--- config.mk ---
export PLATFORM = sky130hd
export DESIGN_NAME = uart_tx_flat
export DESIGN_NICKNAME = d
export VERILOG_FILES = /design/src/rtl/uart_pkg.sv /design/src/rtl/uart_tx_if.sv /design/src/rtl/uart_tx_serializer.sv /design/src/rtl/uart_tx.sv /design/src/flat_wrapper.sv
export SDC_FILE = /design/constraint.sdc
export NUM_CORES = 1
export LEC_CHECK = 0
export CORE_ASPECT_RATIO = 0.8
export CORE_MARGIN = 2
export CORE_UTILIZATION = 50
export CTS_CLUSTER_DIAMETER = 60
export DETAILED_ROUTE_END_ITERATION = 10
export PLACE_DENSITY = 0.79
export SKIP_CTS_REPAIR_TIMING = 1
export SLEW_MARGIN = 0
export SYNTH_ARGS = -nofsm -noshare
export SYNTH_HDL_FRONTEND = slang
export SYNTH_SLANG_ARGS = --single-unit
--- constraint.sdc ---
create_clock -name clk -period 3.4 [get_ports clk]
set_input_delay 0.68 -clock clk [delete_from_list [all_inputs] [get_ports clk]]
set_output_delay 0.68 -clock clk [all_outputs]
set_load 0.02 [all_outputs]
--- src/rtl/uart_pkg.sv ---
// Shared UART framing definitions: state encoding, parity selectors, line levels.
// Latency: n/a (package).
// Backpressure: n/a (package).
package uart_pkg;

    localparam int DATA_WIDTH = 8;

    localparam logic PAR_EVEN  = 1'b0;
    localparam logic PAR_ODD   = 1'b1;

    localparam logic LINE_IDLE = 1'b1;
    localparam logic START_BIT = 1'b0;
    localparam logic STOP_BIT  = 1'b1;

    typedef enum logic [2:0] {
        IDLE,
        START,
        DATA,
        PARITY,
        STOP
    } uart_state_t;

    // Turn the XOR of the data bits into the parity bit for the selected mode.
    function automatic logic parity_bit(input logic data_xor, input logic par_typ);
        case (par_typ)
            PAR_EVEN: parity_bit = data_xor;
            PAR_ODD:  parity_bit = ~data_xor;
            default:  parity_bit = data_xor;
        endcase
    endfunction

endpackage

--- src/rtl/uart_tx_if.sv ---
// Parallel request side of the UART transmitter plus its serial/busy outputs.
// Latency: n/a (signal bundle).
// Backpressure: Busy tells the requester when a strobe would be dropped.
interface uart_tx_if #(
    parameter int DATA_WIDTH = uart_pkg::DATA_WIDTH
);
    logic [DATA_WIDTH-1:0] P_DATA;
    logic                  Data_Valid;
    logic                  Par_En;
    logic                  Par_Typ;
    logic                  TX_OUT;
    logic                  Busy;

    modport master (
        output P_DATA,
        output Data_Valid,
        output Par_En,
        output Par_Typ,
        input  TX_OUT,
        input  Busy
    );

    modport slave (
        input  P_DATA,
        input  Data_Valid,
        input  Par_En,
        input  Par_Typ,
        output TX_OUT,
        output Busy
    );
endinterface

--- src/rtl/uart_tx_serializer.sv ---
// Data-bit shifter: loads a word, shifts it out LSB first, flags the last bit.
// Latency: next_bit is the bit the line shows in the cycle after the current edge.
// Backpressure: none; load and shift are driven by the frame FSM.
module uart_tx_serializer #(
    parameter int DATA_WIDTH = uart_pkg::DATA_WIDTH
) (
    input  logic                  clk,
    input  logic                  rst_n,
    input  logic                  load,
    input  logic [DATA_WIDTH-1:0] load_dat,
    input  logic                  shift,
    output logic                  next_bit,
    output logic                  done
);
    localparam int              CNT_W = (DATA_WIDTH > 1) ? $clog2(DATA_WIDTH) : 1;
    localparam logic [CNT_W-1:0] LAST = CNT_W'(DATA_WIDTH - 1);

    logic [DATA_WIDTH-1:0] shreg;
    logic [DATA_WIDTH-1:0] shreg_shr;
    logic [CNT_W-1:0]      cnt;

    assign shreg_shr = shreg >> 1;

    // Load a fresh word on acceptance, otherwise shift one bit per data cycle.
    always_ff @(posedge clk or negedge rst_n) begin
        if (!rst_n) begin
            shreg <= '0;
            cnt   <= '0;
        end else if (load) begin
            shreg <= load_dat;
            cnt   <= '0;
        end else if (shift) begin
            shreg <= shreg_shr;
            cnt   <= cnt + 1'b1;
        end
    end

    // While shifting, the bit shown next is the one about to slide into position 0.
    assign next_bit = shift ? shreg_shr[0] : shreg[0];
    assign done     = (cnt == LAST);

endmodule

--- src/rtl/uart_tx.sv ---
// UART transmitter: start bit, data LSB first, optional parity, one stop bit, one bit per clk.
// Latency: start bit and Busy appear in the cycle after the accepting edge.
// Backpressure: strobes are taken only in IDLE or the stop cycle; all others are dropped.
module uart_tx #(
    parameter int DATA_WIDTH = uart_pkg::DATA_WIDTH
) (
    input logic      clk,
    input logic      rst_n,
    uart_tx_if.slave bus
);
    import uart_pkg::*;

    uart_state_t state;
    uart_state_t state_nxt;

    logic accept;
    logic shift;
    logic ser_next_bit;
    logic ser_done;
    logic par_en_q;
    logic par_typ_q;
    logic data_xor_q;
    logic tx_q;
    logic tx_nxt;
    logic busy_q;
    logic busy_nxt;

    // The stop cycle may also take a request so frames can run back to back.
    assign accept = bus.Data_Valid && ((state == IDLE) || (state == STOP));

    uart_tx_serializer #(
        .DATA_WIDTH(DATA_WIDTH)
    ) u_ser (
        .clk      (clk),
        .rst_n    (rst_n),
        .load     (accept),
        .load_dat (bus.P_DATA),
        .shift    (shift),
        .next_bit (ser_next_bit),
        .done     (ser_done)
    );

    // Frame sequencing and the registered line value for the next cycle.
    always_comb begin
        state_nxt = state;
        shift     = 1'b0;
        tx_nxt    = LINE_IDLE;

        case (state)
            IDLE:   if (accept) state_nxt = START;
            START:  state_nxt = DATA;
            DATA: begin
                shift = 1'b1;
                if (ser_done) state_nxt = par_en_q ? PARITY : STOP;
            end
            PARITY: state_nxt = STOP;
            STOP:   state_nxt = accept ? START : IDLE;
            default: state_nxt = IDLE;
        endcase

        case (state_nxt)
            START:   tx_nxt = START_BIT;
            DATA:    tx_nxt = ser_next_bit;
            PARITY:  tx_nxt = parity_bit(data_xor_q, par_typ_q);
            STOP:    tx_nxt = STOP_BIT;
            default: tx_nxt = LINE_IDLE;
        endcase

        busy_nxt = (state_nxt != IDLE);
    end

    // State, frame options and the output flops; reset drops the line to idle at once.
    always_ff @(posedge clk or negedge rst_n) begin
        if (!rst_n) begin
            state      <= IDLE;
            par_en_q   <= 1'b0;
            par_typ_q  <= 1'b0;
            data_xor_q <= 1'b0;
            tx_q       <= LINE_IDLE;
            busy_q     <= 1'b0;
        end else begin
            state  <= state_nxt;
            tx_q   <= tx_nxt;
            busy_q <= busy_nxt;
            if (accept) begin
                par_en_q   <= bus.Par_En;
                par_typ_q  <= bus.Par_Typ;
                data_xor_q <= ^bus.P_DATA;
            end
        end
    end

    assign bus.TX_OUT = tx_q;
    assign bus.Busy   = busy_q;

endmodule

--- src/flat_wrapper.sv ---
// flat-port wrapper written by rule: the top's interface ports become plain ports
module uart_tx_flat import uart_pkg::*;
#(
    parameter int DATA_WIDTH = uart_pkg::DATA_WIDTH
)
  (clk, rst_n, bus_P_DATA, bus_Data_Valid, bus_Par_En, bus_Par_Typ, bus_TX_OUT, bus_Busy);
  uart_tx_if #(.DATA_WIDTH(DATA_WIDTH)) bus_i ();
  input logic clk;
  input logic rst_n;
  input wire logic [$bits(bus_i.P_DATA)-1:0] bus_P_DATA;
  input wire logic [$bits(bus_i.Data_Valid)-1:0] bus_Data_Valid;
  input wire logic [$bits(bus_i.Par_En)-1:0] bus_Par_En;
  input wire logic [$bits(bus_i.Par_Typ)-1:0] bus_Par_Typ;
  output wire logic [$bits(bus_i.TX_OUT)-1:0] bus_TX_OUT;
  output wire logic [$bits(bus_i.Busy)-1:0] bus_Busy;
  assign bus_i.P_DATA = bus_P_DATA;
  assign bus_i.Data_Valid = bus_Data_Valid;
  assign bus_i.Par_En = bus_Par_En;
  assign bus_i.Par_Typ = bus_Par_Typ;
  assign bus_TX_OUT = bus_i.TX_OUT;
  assign bus_Busy = bus_i.Busy;
  uart_tx #(.DATA_WIDTH(DATA_WIDTH)) u_core (.clk(clk), .rst_n(rst_n), .bus(bus_i));
endmodule
==> flow_metrics.env, run 1 <==
export IMPL_die_area_sq_um=2200
export IMPL_clock_skew_ns=0.00974
export IMPL_start_kind="register"
export IMPL_period_minus_slack_ns=2.08
export IMPL_fin_nets=120
export IMPL_cts_htree_levels=1
export IMPL_cp_startpoint="u_core.bus.TX_OUT$_DFF_PN1_"
export IMPL_path_depth=1
export IMPL_p_per_area_nw_per_um2=778
export IMPL_synth_seq_cells=19
export IMPL_num_rows=13
export IMPL_syn_cell_area_sq_um=918
export IMPL_clk_pin_slew_ns=0.11
export IMPL_crit_path_end_kind="output pin"
export IMPL_syn2layout_area_growth_pct=20.2
export IMPL_worst_r2r_path_depth=3
export IMPL_rsz0062_at_grt="no"
export IMPL_ys_warn_count=0
export IMPL_grt_pass1_wl_microns=2760
export IMPL_drive_gt1_frac=0.0865
export IMPL_detailedPlace_worstSlack_ns=1.42
export IMPL_clkSinkCount=19
export IMPL_crit_end="bus_TX_OUT"
export IMPL_wl_per_cell_microns=12.6
export IMPL_antenna_diode_count=0
export IMPL_maxCapViolations=0
export IMPL_die_h_microns=42.3
export IMPL_critPathTopFamily="buffers and inverters"
export IMPL_core_area_sq_um=1680
export IMPL_syn_inst=88
export IMPL_criticalPathCategory="register to output pin"
export IMPL_min_period_over_period=0.612
export IMPL_timing_rr_end="u_core.u_ser.cnt[2]$_DFFE_PN0P_"
export IMPL_worst_pin_slew_ns=0.844
export IMPL_synthArstFlopShare=1.00
export IMPL_relSlewSlack=0.435
export IMPL_fin_tns_setup_ns=0
export IMPL_cp_cell_sequence="clkdlybuf4s50_1"
export IMPL_dr_pass1_iters=5
export IMPL_routed_via_density=5.30
export IMPL_gp_congestion=0.733
export IMPL_grt_pass1_vias=631
export IMPL_detail_route_antenna_nets=0
export IMPL_r2r_slack_ns=1.63
export IMPL_antenna_found_initial=0
export IMPL_grt_overflow=0
export IMPL_portBuffers=14
export IMPL_dpl_hpwl_microns=1210
export IMPL_synth_flop_cell="dfrtp_1"
export IMPL_crit_path_max_fanout=1
export IMPL_initial_core_util=0.548
export IMPL_io_pins=15
export IMPL_status="complete, no violations"
export IMPL_min_delay_path_class="register to register"
export IMPL_numCtsBuffers=3
export IMPL_total_power_w=0.000858
export IMPL_n_fill_cell=142
export IMPL_critPathSlowestCell="clkdlybuf4s50_1"
export IMPL_fin_ws_ns=1.32
export IMPL_wl_microns=1590
export IMPL_synth_edf_count=0
export IMPL_grt_max_degree=20
export IMPL_cts_root_buf="clkbuf_4"
export IMPL_ys_types=28
export IMPL_syn_area_per_cell_sq_um=10.4
export IMPL_yosysSeqAreaShare=0.519
export IMPL_die_w_microns=51.9
export IMPL_track_usage=0.175
export IMPL_r2r_start="u_core.state[1]$_DFF_PN0_"
export IMPL_final_area_sq_um=1100
export IMPL_initialDrtViolationCount=14
export IMPL_cts_max_path_buffers=2
export IMPL_required_ns=2.72
export IMPL_finalSetupViolations=0
export IMPL_crit_arrival_ns=1.40
export IMPL_place_area_sq_um=1080
export IMPL_vias=668
export IMPL_leakage_nw=0.502
export IMPL_ir_drop_uv=537
export IMPL_crit_buf_inv=1
export IMPL_hold_ws_ns=0.508
export IMPL_hold_viol_final=0
export IMPL_drc_errors=0
export IMPL_critPathMaxStageDelay_ns=0.59
export IMPL_clk_latency_ns=0.30
export IMPL_synth_fp_nets=103
export IMPL_cts_tree="yes"
export IMPL_max_freq_mhz=481
export IMPL_finalMaxSlewViolations=0
cells in the mapped netlist (all sizes together) (2+ instances only):
| master | number | share of area |
|---|---|---|
| a21oi | 2 | 0.011 |
| a31oi | 2 | 0.014 |
| mux2i | 5 | 0.054 |
| nand2 | 17 | 0.069 |
| nand2b | 3 | 0.020 |
| buf | 3 | 0.019 |
| nor3b | 2 | 0.027 |
| inv | 2 | 0.0082 |
| o21ai | 7 | 0.038 |
| nor2 | 4 | 0.016 |
| a22o | 2 | 0.019 |
| dfrtp | 18 | 0.49 |
| xnor2 | 7 | 0.067 |
| ha | 2 | 0.027 |
how the worst min path moves through the flow:
| stage | from | endpoint | cells past startpoint |
|---|---|---|---|
| 6_report | u_core.u_ser.shreg[5]$_DFFE_PN0P_ | u_core.u_ser.shreg[5]$_DFFE_PN0P_ | 2 |
| 5_1_grt | u_core.u_ser.shreg[5]$_DFFE_PN0P_ | u_core.u_ser.shreg[5]$_DFFE_PN0P_ | 2 |
| 4_1_cts | u_core.u_ser.shreg[5]$_DFFE_PN0P_ | u_core.u_ser.shreg[5]$_DFFE_PN0P_ | 2 |
| 3_5_place_dp | u_core.u_ser.shreg[5]$_DFFE_PN0P_ | u_core.u_ser.shreg[5]$_DFFE_PN0P_ | 2 |
| 3_3_place_gp | u_core.u_ser.shreg[5]$_DFFE_PN0P_ | u_core.u_ser.shreg[5]$_DFFE_PN0P_ | 2 |
| 2_1_floorplan | rst_n | u_core.bus.Busy$_DFF_PN0_ | 0 |
flip-flops by register name, indices dropped and copies added (netlist names):
name / count
u_core.bus.TX_OUT: 1
u_core.u_ser.cnt: 3
u_core.data_xor_q: 1
u_core.par_typ_q: 1
u_core.state: 3
u_core.par_en_q: 1
u_core.u_ser.shreg: 8
u_core.bus.Busy: 1
stage by stage:
stage          cells  utilization
4_1_cts          126        0.659
6_report         126        0.659
2_1_floorplan     88            -
5_1_grt          126        0.659
3_3_place_gp     122        0.642
3_5_place_dp     122        0.642
power breakdown:
group          total, W  switching (W)  internal (W)
sequential     0.000397      0.0000674      0.000329
combinational  0.000349       0.000179      0.000170
clock          0.000112      0.0000686     0.0000438
cells by family after synthesis:
kind of cell,Yosys count,synth area share
fa+ha+maj,2,0.0272
xor+xnor,8,0.0763
flops,19,0.519
compound gates,17,0.116
simple gates,32,0.180
buf+inv,5,0.0273
mux,5,0.0545
cell type report:
cell class	instances	area, sq um	share of cell area
flip-flops and latches	19	477	0.432
repair buffers	15	148	0.134
inverters	2	7.51	0.00680
multi-input cells	64	417	0.378
clock inverters	1	5.00	0.00454
well taps	22	27.5	0.0249
clock buffers	3	22.5	0.0204
per-layer routing:
layer	vias up	wire, microns	global-route usage
met4	0	12	0.0474
met3	2	99	0.0643
li1	333	-	-
met1	317	744	0.237
met5	-	0	0
met2	16	735	0.261
cells in the final DEF, fill, tap and decap left out:
master           Yosys  final
xnor2_1              7      7
a22oi_1              1      1
buf_4                1      1
a21o_1               1      1
nand4b_1             1      1
nor2_1               4      4
ha_1                 2      2
dfstp_2              1      1
o21ai_1              5      5
inv_1                2      2
nand2_1             17     17
and2_4               1      1
nor3_1               1      1
clkinv_2             0      1
a22o_1               2      2
nand3b_1             1      1
mux2i_1              5      5
clkdlybuf4s50_1      0     14
clkbuf_4             0      3
xor2_1               1      1
dfrtp_1             18     18
o22ai_1              1      1
o211a_1              1      1
nand2b_1             3      3
a21oi_1              2      2
nor3b_2              2      2
o21ai_0              2      2
or3_1                1      1
nor2b_1              1      1
a31oi_1              2      2
(Power assumes the default switching activity.)
==> inputs of run 2 (changes only) <==
--- a/config.mk
+++ b/config.mk
@@ -7,10 +7,10 @@
 export LEC_CHECK = 0
 export CORE_ASPECT_RATIO = 0.8
 export CORE_MARGIN = 2
-export CORE_UTILIZATION = 50
+export CORE_UTILIZATION = 46
 export CTS_CLUSTER_DIAMETER = 60
 export DETAILED_ROUTE_END_ITERATION = 10
-export PLACE_DENSITY = 0.79
+export PLACE_DENSITY = 0.77
 export SKIP_CTS_REPAIR_TIMING = 1
 export SLEW_MARGIN = 0
 export SYNTH_ARGS = -nofsm -noshare
==> constraint.sdc (replaced) <==
create_clock -name clk -period 1.8 [get_ports clk]
set_input_delay 0.36 -clock clk [delete_from_list [all_inputs] [get_ports clk]]
set_output_delay 0.36 -clock clk [all_outputs]
set_load 0.02 [all_outputs]
==> run 2 against run 1 <==
Net effect:
- sequential share of layout area is 0.77 points lower
- critical path depth unchanged
- die area up 7.9%
- utilization is 5.9 points lower
- clock-buffer cell count unchanged
- flip-flop and latch count unchanged
- critical endpoint is now bus_Busy
- highest routed layer unchanged
==> flow_metrics.env, run 2 (synthesis results as in run 1) <==
export IMPL_swShare=0.367
export IMPL_cts_tree="yes"
export IMPL_required_ns=1.44
export IMPL_p_per_area_nw_per_um2=1460
export IMPL_grt_overflow=0
export IMPL_crit_buf_inv=1
export IMPL_internal_power_w=0.00104
export IMPL_start_kind="register"
export IMPL_worst_pin_slew_ns=0.423
export IMPL_clk_latency_ns=0.30
export IMPL_num_rows=14
export IMPL_max_freq_mhz=627
export IMPL_numCtsBuffers=3
export IMPL_status="complete, no violations"
export IMPL_top_register="u_core.u_ser.shreg"
export IMPL_grt_pass1_vias=658
export IMPL_ir_drop_uv=852
export IMPL_antenna_found_initial=0
export IMPL_switchingPower_w=0.000602
export IMPL_dpl_hpwl_microns=1210
export IMPL_finalSetupViolations=0
export IMPL_io_pins=15
export IMPL_clock_skew_ns=0.00157
export IMPL_criticalPathCategory="register to output pin"
export IMPL_wl_met1_microns=752
export IMPL_min_delay_path_class="primary input to async pin"
export IMPL_routed_via_density=5.17
export IMPL_fin_ws_ns=0.206
export IMPL_cp_cell_sequence="clkdlybuf4s50_1"
export IMPL_placed_cells=126
export IMPL_final_util=0.599
export IMPL_initialDrtViolationCount=11
export IMPL_cts_root_buf="clkbuf_4"
export IMPL_portBuffers=14
export IMPL_clk_pin_slew_ns=0.10
export IMPL_p_clk_frac=0.132
export IMPL_reg_top3="u_core.u_ser.shreg (8), u_core.state (3), u_core.u_ser.cnt (3)"
export IMPL_core_area_sq_um=1870
export IMPL_finalNonFillerCells=130
export IMPL_cts_htree_levels=1
export IMPL_initial_core_util=0.490
export IMPL_die_h_microns=44.0
export IMPL_wl_microns=1590
export IMPL_wl_per_cell_microns=12.2
export IMPL_detail_route_antenna_nets=0
export IMPL_finalMaxSlewViolations=0
export IMPL_wl_met2_microns=712
export IMPL_track_usage=0.177
export IMPL_drive_gt1_frac=0.104
export IMPL_vias=672
export IMPL_drc_errors=0
export IMPL_critPathMaxStageDelay_ns=0.59
export IMPL_r2r_slack_ns=0.21
export IMPL_dr_pass1_iters=4
export IMPL_gp_congestion=0.763
export IMPL_clkSinkCount=19
export IMPL_die_area_sq_um=2370
export IMPL_rsz0062_at_grt="no"
export IMPL_relSlewSlack=0.717
export IMPL_total_power_w=0.00164
export IMPL_hold_viol_final=0
export IMPL_wl_met3_microns=99
export IMPL_largest_register_ffs=8
export IMPL_min_period_over_period=0.885
export IMPL_critPathTopFamily="buffers and inverters"
export IMPL_layout_common_cells="dfrtp_1, nand2_1, clkdlybuf4s50_1, xnor2_1"
export IMPL_fin_nets=122
export IMPL_antenna_diode_count=0
export IMPL_leakage_nw=0.517
export IMPL_detailedPlace_worstSlack_ns=0.209
export IMPL_maxCapViolations=0
export IMPL_r2r_start="u_core.u_ser.cnt[0]$_DFFE_PN0P_"
export IMPL_combPwrFrac=0.413
export IMPL_crit_path_max_fanout=1
export IMPL_critPathSlowestCell="clkdlybuf4s50_1"
export IMPL_grt_max_degree=14
export IMPL_power_frac_seq=0.455
export IMPL_dr_max_layer_used="met4"
export IMPL_grt_pass1_wl_microns=2820
export IMPL_crit_arrival_ns=1.23
export IMPL_die_w_microns=54.0
export IMPL_worst_r2r_path_depth=6
export IMPL_syn2layout_area_growth_pct=22.3
export IMPL_cts_max_path_buffers=2
export IMPL_final_common_cell="dfrtp_1"
export IMPL_period_minus_slack_ns=1.59
export IMPL_timing_rr_end="u_core.bus.Busy$_DFF_PN0_"
export IMPL_crit_path_end_kind="output pin"
==> run 2: final cells by class <==
cell class	count	area, sq um
fillers	159	751
multi-input cells	64	417
clock inverters	1	5.00
clock buffers	3	22.5
repair buffers	17	165
well taps	24	30.0
flip-flops and latches	19	477
inverters	2	7.51
==> run 2: worst max-delay path by stage <==
| stage | slack [ns] | to | cells after the start | startpoint |
|---|---|---|---|---|
| floorplan | 0.31 | u_core.bus.Busy$_DFF_PN0_ | 5 | u_core.u_ser.cnt[0]$_DFFE_PN0P_ |
| global placement | 0.23 | u_core.u_ser.shreg[7]$_DFFE_PN0P_ | 5 | bus_Data_Valid |
| detailed placement | 0.21 | u_core.bus.Busy$_DFF_PN0_ | 5 | bus_Data_Valid |
| CTS | -0.003 | bus_TX_OUT | 1 | u_core.bus.TX_OUT$_DFF_PN1_ |
| global route | 0.1 | u_core.bus.Busy$_DFF_PN0_ | 6 | u_core.u_ser.cnt[0]$_DFFE_PN0P_ |
| finish | 0.21 | bus_Busy | 1 | u_core.bus.Busy$_DFF_PN0_ |
==> run 2: through the flow <==
| step | hold WS, ns | instance area (sq um) | TNS [ns] |
|---|---|---|---|
| 2_1_floorplan | 0.0644 | 918 | 0 |
| 3_3_place_gp | 0.473 | 1090 | 0 |
| 3_5_place_dp | 0.476 | 1090 | 0 |
| 4_1_cts | 0.344 | 1120 | -0.00258 |
| 5_1_grt | 0.370 | 1120 | 0 |
| 6_report | 0.346 | 1120 | 0 |
==> run 2: power groups by stage <==
stage / clock network (W) / logic (W) / registers [W]
floorplan: 0 / 0.000498 / 0.000740
global placement: 0 / 0.000665 / 0.000751
detailed placement: 0 / 0.000681 / 0.000757
CTS: 0.000231 / 0.000683 / 0.000748
global route: 0.000244 / 0.000756 / 0.000771
finish: 0.000216 / 0.000677 / 0.000746
==> run 2: layer usage <==
metal	vias to the layer above	track usage
li1	339	-
met1	312	0.227
met2	18	0.261
met3	3	0.0724
met4	0	0.0769
met5	-	0
==> inputs of run 3 (changes only) <==
--- a/config.mk
+++ b/config.mk
@@ -7,10 +7,10 @@
 export LEC_CHECK = 0
 export CORE_ASPECT_RATIO = 0.8
 export CORE_MARGIN = 2
-export CORE_UTILIZATION = 46
+export CORE_UTILIZATION = 50
 export CTS_CLUSTER_DIAMETER = 60
 export DETAILED_ROUTE_END_ITERATION = 10
-export PLACE_DENSITY = 0.77
+export PLACE_DENSITY = 0.75
 export SKIP_CTS_REPAIR_TIMING = 1
 export SLEW_MARGIN = 0
 export SYNTH_ARGS = -nofsm -noshare
==> constraint.sdc (replaced) <==
create_clock -name clk -period 1.5 [get_ports clk]
set_input_delay 0.3 -clock clk [delete_from_list [all_inputs] [get_ports clk]]
set_output_delay 0.3 -clock clk [all_outputs]
set_load 0.02 [all_outputs]
==> run 3 against run 2 <==
Net effect:
- the run now ends with setup timing left
- final cell count increased by 5.4%
- wire length increased by 14%
- design area increased by 9.6%
- largest cell class unchanged
- largest power group is now combinational cells
- highest routed layer is now met3
==> flow_metrics.env, run 3 (synthesis results as in run 1) <==
export IMPL_status="finished with violations"
export IMPL_violations="setup timing"
export IMPL_fin_tns_setup_ns=-0.0245
export IMPL_finalMaxSlewViolations=0
export IMPL_die_h_microns=42.3
export IMPL_period_minus_slack_ns=1.52
export IMPL_detail_route_antenna_nets=0
export IMPL_grt_pass1_wl_microns=3000
export IMPL_initial_core_util=0.548
export IMPL_cts_root_buf="clkbuf_4"
export IMPL_min_delay_path_class="primary input to async pin"
export IMPL_core_area_sq_um=1680
export IMPL_finalNonFillerCells=137
export IMPL_fin_nets=131
export IMPL_detailedPlace_worstSlack_ns=-0.0538
export IMPL_r2r_slack_ns=-0.02
export IMPL_num_rows=13
export IMPL_n_fill_cell=118
export IMPL_portBuffers=14
export IMPL_largest_register_ffs=8
export IMPL_clkSinkCount=19
export IMPL_placed_cells=131
export IMPL_hold_viol_final=0
export IMPL_wl_per_cell_microns=13.2
export IMPL_relSlewSlack=0.795
export IMPL_syn2layout_area_growth_pct=34.1
export IMPL_die_area_sq_um=2200
export IMPL_place_area_sq_um=1140
export IMPL_top_register="u_core.u_ser.shreg"
export IMPL_final_area_sq_um=1230
export IMPL_cts_htree_levels=1
export IMPL_cts_tree="yes"
export IMPL_r2r_start="u_core.u_ser.cnt[1]$_DFFE_PN0P_"
export IMPL_dr_pass1_iters=4
export IMPL_start_kind="register"
export IMPL_clock_skew_ns=0.00182
export IMPL_crit_path_max_fanout=2
export IMPL_die_w_microns=51.9
export IMPL_io_pins=15
export IMPL_layout_common_cells="nand2_1, dfrtp_1, clkdlybuf4s50_1, buf_4, xnor2_1"
export IMPL_initialDrtViolationCount=10
export IMPL_min_period_over_period=1.02
export IMPL_antenna_found_initial=0
export IMPL_numCtsBuffers=3
export IMPL_hold_ws_ns=0.250
export IMPL_crit_path_end_kind="register"
export IMPL_grt_pass1_vias=706
export IMPL_grt_overflow=0
export IMPL_required_ns=1.68
export IMPL_p_per_area_nw_per_um2=1750
export IMPL_cts_max_path_buffers=2
export IMPL_dpl_hpwl_microns=1300
export IMPL_criticalPathCategory="register to register"
export IMPL_drc_errors=0
export IMPL_vias=727
export IMPL_leakage_nw=0.563
export IMPL_routed_via_density=5.31
export IMPL_finalSetupViolations=1
export IMPL_rsz0062_at_grt="yes"
export IMPL_max_freq_mhz=656
export IMPL_track_usage=0.188
export IMPL_clk_pin_slew_ns=0.10
export IMPL_reg_top3="u_core.u_ser.shreg (8), u_core.state (3), u_core.u_ser.cnt (3)"
export IMPL_gp_congestion=0.746
export IMPL_timing_rr_end="u_core.bus.Busy$_DFF_PN0_"
export IMPL_grt_max_degree=12
export IMPL_worst_r2r_path_depth=6
export IMPL_maxCapViolations=0
export IMPL_fin_ws_ns=-0.0245
export IMPL_ir_drop_uv=1060
export IMPL_clk_latency_ns=0.29
export IMPL_worst_pin_slew_ns=0.306
export IMPL_crit_arrival_ns=1.71
export IMPL_wl_microns=1810
export IMPL_antenna_diode_count=0
export IMPL_drive_gt1_frac=0.226
run 3: metrics by stage:
step           utilization  power (W)
3_5_place_dp         0.683    0.00182
2_1_floorplan            -    0.00149
4_1_cts              0.698    0.00208
3_3_place_gp         0.683    0.00179
6_report             0.735    0.00216
5_1_grt              0.735    0.00232
run 3: layer usage:
metal / vias up / part of all wire / global-route usage
met2: 8 / 0.50 / 0.291
met4: 0 / 0 / 0.0474
li1: 358 / - / -
met1: 361 / 0.48 / 0.252
met5: - / 0 / 0
met3: 0 / 0.024 / 0.0643
run 3: final cells by class:
cell class / count / area [sq um] / area share
timing repair buffer: 26 / 235 / 0.191
clock buffer: 4 / 26.3 / 0.0213
inverter: 2 / 7.51 / 0.00610
multi-input combinational: 64 / 457 / 0.371
tap: 22 / 27.5 / 0.0224
sequential: 19 / 478 / 0.388
run 3: power breakdown:
part           internal (W)  total, W  switching [W]
logic              0.000523  0.000980       0.000456
registers          0.000749  0.000923       0.000174
clock network      0.000103  0.000255       0.000151
run 3: critical path, stage by stage (launching register included):
cell	delay (ns)
dfrtp_1	0.41
ha_4	0.16
ha_4	0.13
nor2b_4	0.14
o21ai_2	0.06
and2_4	0.16
or3_1	0.36
run 3: worst max-delay path by stage:
stage                                          startpoint                                end  cells past startpoint
after floorplan           u_core.u_ser.cnt[0]$_DFFE_PN0P_          u_core.bus.Busy$_DFF_PN0_                      5
after global placement                     bus_Data_Valid  u_core.u_ser.shreg[7]$_DFFE_PN0P_                      5
after detailed placement  u_core.u_ser.cnt[0]$_DFFE_PN0P_          u_core.bus.Busy$_DFF_PN0_                      6
after CTS                     u_core.bus.TX_OUT$_DFF_PN1_                         bus_TX_OUT                      1
after global routing      u_core.u_ser.cnt[1]$_DFFE_PN0P_          u_core.bus.Busy$_DFF_PN0_                      6
final                     u_core.u_ser.cnt[1]$_DFFE_PN0P_          u_core.bus.Busy$_DFF_PN0_                      6
